`src/rtl/int_divider.sv`:
```
// Iterative radix-2 restoring integer divider with signed/unsigned
// quotient and remainder, divide-by-zero and signed-overflow shortcuts.
module int_divider #(
  parameter int unsigned WIDTH = 64
) (
  input  logic             clk,
  input  logic             rst_n,
  input  logic             in_valid,
  output logic             in_ready,
  input  logic [1:0]       op,
  input  logic [WIDTH-1:0] dividend,
  input  logic [WIDTH-1:0] divisor,
  input  logic             flush,
  output logic             out_valid,
  input  logic             out_ready,
  output logic [WIDTH-1:0] result,
  output logic             div_by_zero
);

  localparam int unsigned CW = (WIDTH > 1) ? $clog2(WIDTH) : 1;
  localparam logic [CW-1:0]    LAST    = CW'(WIDTH - 1);
  localparam logic [WIDTH-1:0] MIN_NEG = {1'b1, {(WIDTH-1){1'b0}}};

  typedef enum logic [1:0] {IDLE, BUSY, DONE} state_t;

  state_t            state, state_nxt;
  logic [CW-1:0]     cnt;
  logic [WIDTH-1:0]  quo_q;
  logic [WIDTH-1:0]  rem_q;
  logic [WIDTH-1:0]  dvs_q;
  logic              q_neg, r_neg, is_rem_q;
  logic [WIDTH-1:0]  result_q;
  logic              dbz_q;

  logic              accept, div_zero, sovf, last;
  logic              a_neg, b_neg;
  logic [WIDTH-1:0]  a_abs, b_abs;
  logic [WIDTH:0]    shifted, diff;
  logic              qbit;
  logic [WIDTH-1:0]  quo_nxt, rem_nxt, q_fin, r_fin;

  assign in_ready    = (state == IDLE);
  assign out_valid   = (state == DONE);
  assign result      = result_q;
  assign div_by_zero = dbz_q & out_valid;

  assign accept   = in_valid & in_ready & ~flush;
  assign div_zero = (divisor == '0);
  assign sovf     = ~op[0] & (dividend == MIN_NEG) & (divisor == '1);
  assign last     = (cnt == LAST);

  assign a_neg = ~op[0] & dividend[WIDTH-1];
  assign b_neg = ~op[0] & divisor[WIDTH-1];
  assign a_abs = a_neg ? -dividend : dividend;
  assign b_abs = b_neg ? -divisor  : divisor;

  // one restoring step: the partial remainder is WIDTH+1 bits wide while
  // the stored remainder always fits WIDTH bits after restoring
  always_comb begin
    shifted = {rem_q, quo_q[WIDTH-1]};
    diff    = shifted - {1'b0, dvs_q};
    qbit    = ~diff[WIDTH];
    rem_nxt = qbit ? diff[WIDTH-1:0] : shifted[WIDTH-1:0];
    quo_nxt = {quo_q[WIDTH-2:0], qbit};
    q_fin   = q_neg ? -quo_nxt : quo_nxt;
    r_fin   = r_neg ? -rem_nxt : rem_nxt;
  end

  always_ff @(posedge clk or negedge rst_n) begin
    if (!rst_n) state <= IDLE;
    else        state <= state_nxt;
  end

  always_comb begin
    state_nxt = state;
    case (state)
      IDLE: if (accept) state_nxt = (div_zero || sovf) ? DONE : BUSY;
      BUSY: begin
        if (flush)     state_nxt = IDLE;
        else if (last) state_nxt = DONE;
      end
      DONE: if (flush || out_ready) state_nxt = IDLE;
      default: state_nxt = IDLE;
    endcase
  end

  always_ff @(posedge clk or negedge rst_n) begin
    if (!rst_n) begin
      cnt      <= '0;
      quo_q    <= '0;
      rem_q    <= '0;
      dvs_q    <= '0;
      q_neg    <= 1'b0;
      r_neg    <= 1'b0;
      is_rem_q <= 1'b0;
      result_q <= '0;
      dbz_q    <= 1'b0;
    end else begin
      case (state)
        IDLE: begin
          if (accept) begin
            cnt      <= '0;
            rem_q    <= '0;
            is_rem_q <= op[1];
            if (div_zero) begin
              result_q <= op[1] ? dividend : '1;
              dbz_q    <= 1'b1;
            end else if (sovf) begin
              result_q <= op[1] ? '0 : dividend;
              dbz_q    <= 1'b0;
            end else begin
              quo_q <= a_abs;
              dvs_q <= b_abs;
              q_neg <= a_neg ^ b_neg;
              r_neg <= a_neg;
              dbz_q <= 1'b0;
            end
          end
        end
        BUSY: begin
          if (flush) begin
            cnt <= '0;
          end else begin
            quo_q <= quo_nxt;
            rem_q <= rem_nxt;
            cnt   <= cnt + 1'b1;
            if (last) begin
              result_q <= is_rem_q ? r_fin : q_fin;
              cnt      <= '0;
            end
          end
        end
        default: ;
      endcase
    end
  end

endmodule

```
`config.mk`:
```
export PLATFORM = sky130hd
export DESIGN_NAME = int_divider
export DESIGN_NICKNAME = d
export VERILOG_FILES = /design/src/rtl/int_divider.sv
export SDC_FILE = /design/constraint.sdc
export NUM_CORES = 1
export LEC_CHECK = 0
export CORE_MARGIN = 10
export CORE_UTILIZATION = 42
export DETAILED_ROUTE_END_ITERATION = 10
export RECOVER_POWER = 50
export SYNTH_ARGS = -nofsm -noshare
export SYNTH_HDL_FRONTEND = slang
export SYNTH_SLANG_ARGS = --single-unit
```
`constraint.sdc`:
```
create_clock -name clk -period 15 [get_ports clk]
set_input_delay 3.75 -clock clk [delete_from_list [all_inputs] [get_ports clk]]
set_output_delay 3.75 -clock clk [all_outputs]
set_load 0.02 [all_outputs]
```
==> out/results.txt <==
row cnt - 88
first-pass GRT wire length - 141000 µm
post-route antenna net violation count - 0
R2R depth - 27
Reg2Reg Capture Point - result[48]
Ports - 202
htree depth - 2
Worst slew margin - -198%
#FFs+latches synth - 268
Final Hold Viols - 0
vias - 25000
NumNets Final - 3528
P_leak - 0.0109 µW
commonest cells in the synthesized netlist - nand2_1 (387), o21ai_0 (355), a21oi_1 (345), nor2_1 (316), dfrtp_1 (268)
most numerous cell in the Yosys netlist - nand2_1
Final Max Tran Viols - 402
ant diodes - 0
kind of critical path - in -> async
most frequent CP cell - clkbuf_1
post-DR wirelength/cell - 22.3 µm
Max IR drop VDD - 0.107 mV
Yosys top cell by area - dfrtp_1
core area - 57500 µm²
delay-heaviest family, CP - buffers and inverters
status - complete, but fails checks
DR pass1 iterations - 6
Syn Nets - 3456
Worst Hold Depth - 2
Final Setup Violations - 0
Die X - 261 µm
cell area power density - 137 nW/µm²
routability cong. - 0.987
RSZ-0062 raised after global routing - no
Via-to-Cell Ratio - 6.07
asr flop ratio synth - 100%
setup TNS - 0 ns
Hold Slack - 0.476 ns
Clock Path Buffers - 3
clk root buf - clkbuf_16
Crit. End Element - async pin
Syn. warnings - 0
WP data arrival - 9.72 ns
critical path, cell by cell - clkbuf_1 > clkbuf_1
chip height - 261 µm
highest cell delay on the worst timing path - 3.08 ns
post-synthesis cell type count - 100
hpwl dp - 70500 µm
hold_sp - result[29]
Critical Path RT - 14.53 ns
worst-path fanout max - 74
Congestion Overflow GR - 0
drt drc - 0
Setup Skew - 0.0346 ns
max cap viols - 6
CTS Buf Count - 35
Hold Path Class - reg -> reg
Hold EP - result[29]
final design utilization - 48.8%
share of layout cells above drive strength 1 - 5.70%
clock sink total - 268
PortBufs - 201
Area Growth Syn to Fin - 15.2%
GR Util All Layers - 26.0%
# Post-CTS Setup Buffers - 0
CP bufs+invs - 2
Worst setup SP type - input pin
top cell type's share of synthesized area - 27.6%
vias in the first global route - 23600
initial antenna violation count - 2
PnR Total Power - 3830 µW
Clock transition at path regs - 0.06 ns
dominant synthesized flop cell - dfrtp_1
Mapped Cells - 3250
clock period minus worst slack - 10.19 ns
Post-CTS Hold Fix Bufs - 0
worst-path cell with the longest stage delay - clkbuf_1
Worst R2R Setup Slack - 6.73 ns
cts repair resizes - 0
fin crit share - 67.9%
Slew @ Worst Pin - 4.46 ns
top post-synthesis cells by area - dfrtp_1 (28%), o21ai_0 (7.3%), a21oi_1 (7.1%), nand2_1 (6.0%), xnor2_1 (5.6%)
worst skew pair latency - 0.58 ns
syn_area_per_cell - 7.49 µm²
Initial Utilization - 42.3%
Post-Route WL - 91800 µm
Max Freq - 98.1 MHz
CTS tree - done
EDFF count, synth - 0
die area - 68000 µm²
Netlist Area Pre-Place - 24300 µm²
largest net degree at the start of global routing - 107
sequential element share of the synthesized area - 27.6%
reg2reg start - quo_q[63]
failing checks - max-capacitance violations, max-slew violations
DRT iter0 DRCs - 2303
==> metrics by stage <==
stage	worst slack, ns	area [µm²]	cells
finish	4.81	28000	4114
floorplan	7.88	24300	3250
CTS	6.15	28100	4113
detailed placement	5.62	26700	4049
global placement	5.71	26700	4049
global route	3.36	28000	4114
==> metal layers <==
layer | share of wire [%] | up-vias | GRT usage [%]
met5 | 0.014 | - | 0
met4 | 2.7 | 2 | 7.41
met3 | 8.6 | 138 | 4.83
met2 | 43 | 1108 | 39.8
met1 | 45 | 11800 | 36.7
li1 | - | 11900 | -
==> kinds of logic (layout without fill, tap and decap cells) <==
group / count (synthesis) / in the layout / share of synthesized area, %
and+or+nand+nor: 1159 / 1159 / 22.9
AOI/OAI and AO/OA: 1111 / 1111 / 28.0
buffers and inverters: 303 / 402 / 5.33
xor gates and xnor gates: 282 / 282 / 10.2
DFF: 268 / 268 / 27.6
adders and majority gates: 71 / 71 / 3.68
muxes: 56 / 56 / 2.35
==> cell usage in the layout (no fill, tap or decap), types with 9 or more instances in the layout <==
cell type / instances
nor2_1: 315
nor3_1: 78
bufinv_16: 9
o31ai_1: 60
nand4_1: 58
clkbuf_1: 11
a31oi_1: 41
nand3_1: 35
o211ai_1: 37
clkdlybuf4s50_1: 199
dfrtp_1: 267
o21ai_0: 355
nand2b_1: 36
mux2i_1: 47
or4_1: 35
nor2b_1: 16
inv_1: 101
and3_1: 18
and2_1: 13
or2_2: 12
buf_4: 28
mux2_2: 9
o21a_1: 12
a22o_1: 15
a21oi_2: 10
or3_1: 48
o41ai_1: 19
clkbuf_16: 36
xnor2_1: 156
o21ai_1: 23
nor4_1: 50
a21oi_1: 345
ha_1: 70
a211oi_1: 40
xor2_1: 126
a41oi_1: 9
nand2_1: 385
a21o_1: 19
==> power breakdown <==
part           switching, µW  total, µW  internal, µW
Sequential               203       1130           929
Combinational           1060       1700           641
Clock                    363        994           631
Total                   1630       3830          2200
==> how the worst max path moves through the flow <==
stage | startpoint | to | slack, ns | depth (start not counted)
final | rst_n | is_rem_q | 4.81 | 2
after global routing | rst_n | is_rem_q | 3.36 | 2
after CTS | divisor[2] | result[59] | 6.15 | 12
after detailed placement | divisor[2] | result[59] | 5.62 | 12
after global placement | dividend[6] | result[57] | 5.71 | 13
after floorplan | divisor[22] | result[45] | 7.88 | 16
==> registers in the layout, indices dropped and copies added (netlist names) <==
| register | cells |
|---|---|
| cnt | 6 |
| dbz_q | 1 |
| dvs_q | 64 |
| is_rem_q | 1 |
| q_neg | 1 |
| quo_q | 64 |
| r_neg | 1 |
| rem_q | 64 |
| result | 64 |
| state | 2 |
==> area by class of cell <==
cell class	count	area, µm²
flip-flops and latches	268	6710
clock buffers	47	1010
fillers	5786	29500
inverters	102	383
multi-input cells	2679	16400
well taps	765	957
repair buffers	236	2240
clock inverters	17	333
No activity file was read; power rests on OpenSTA's default activity.
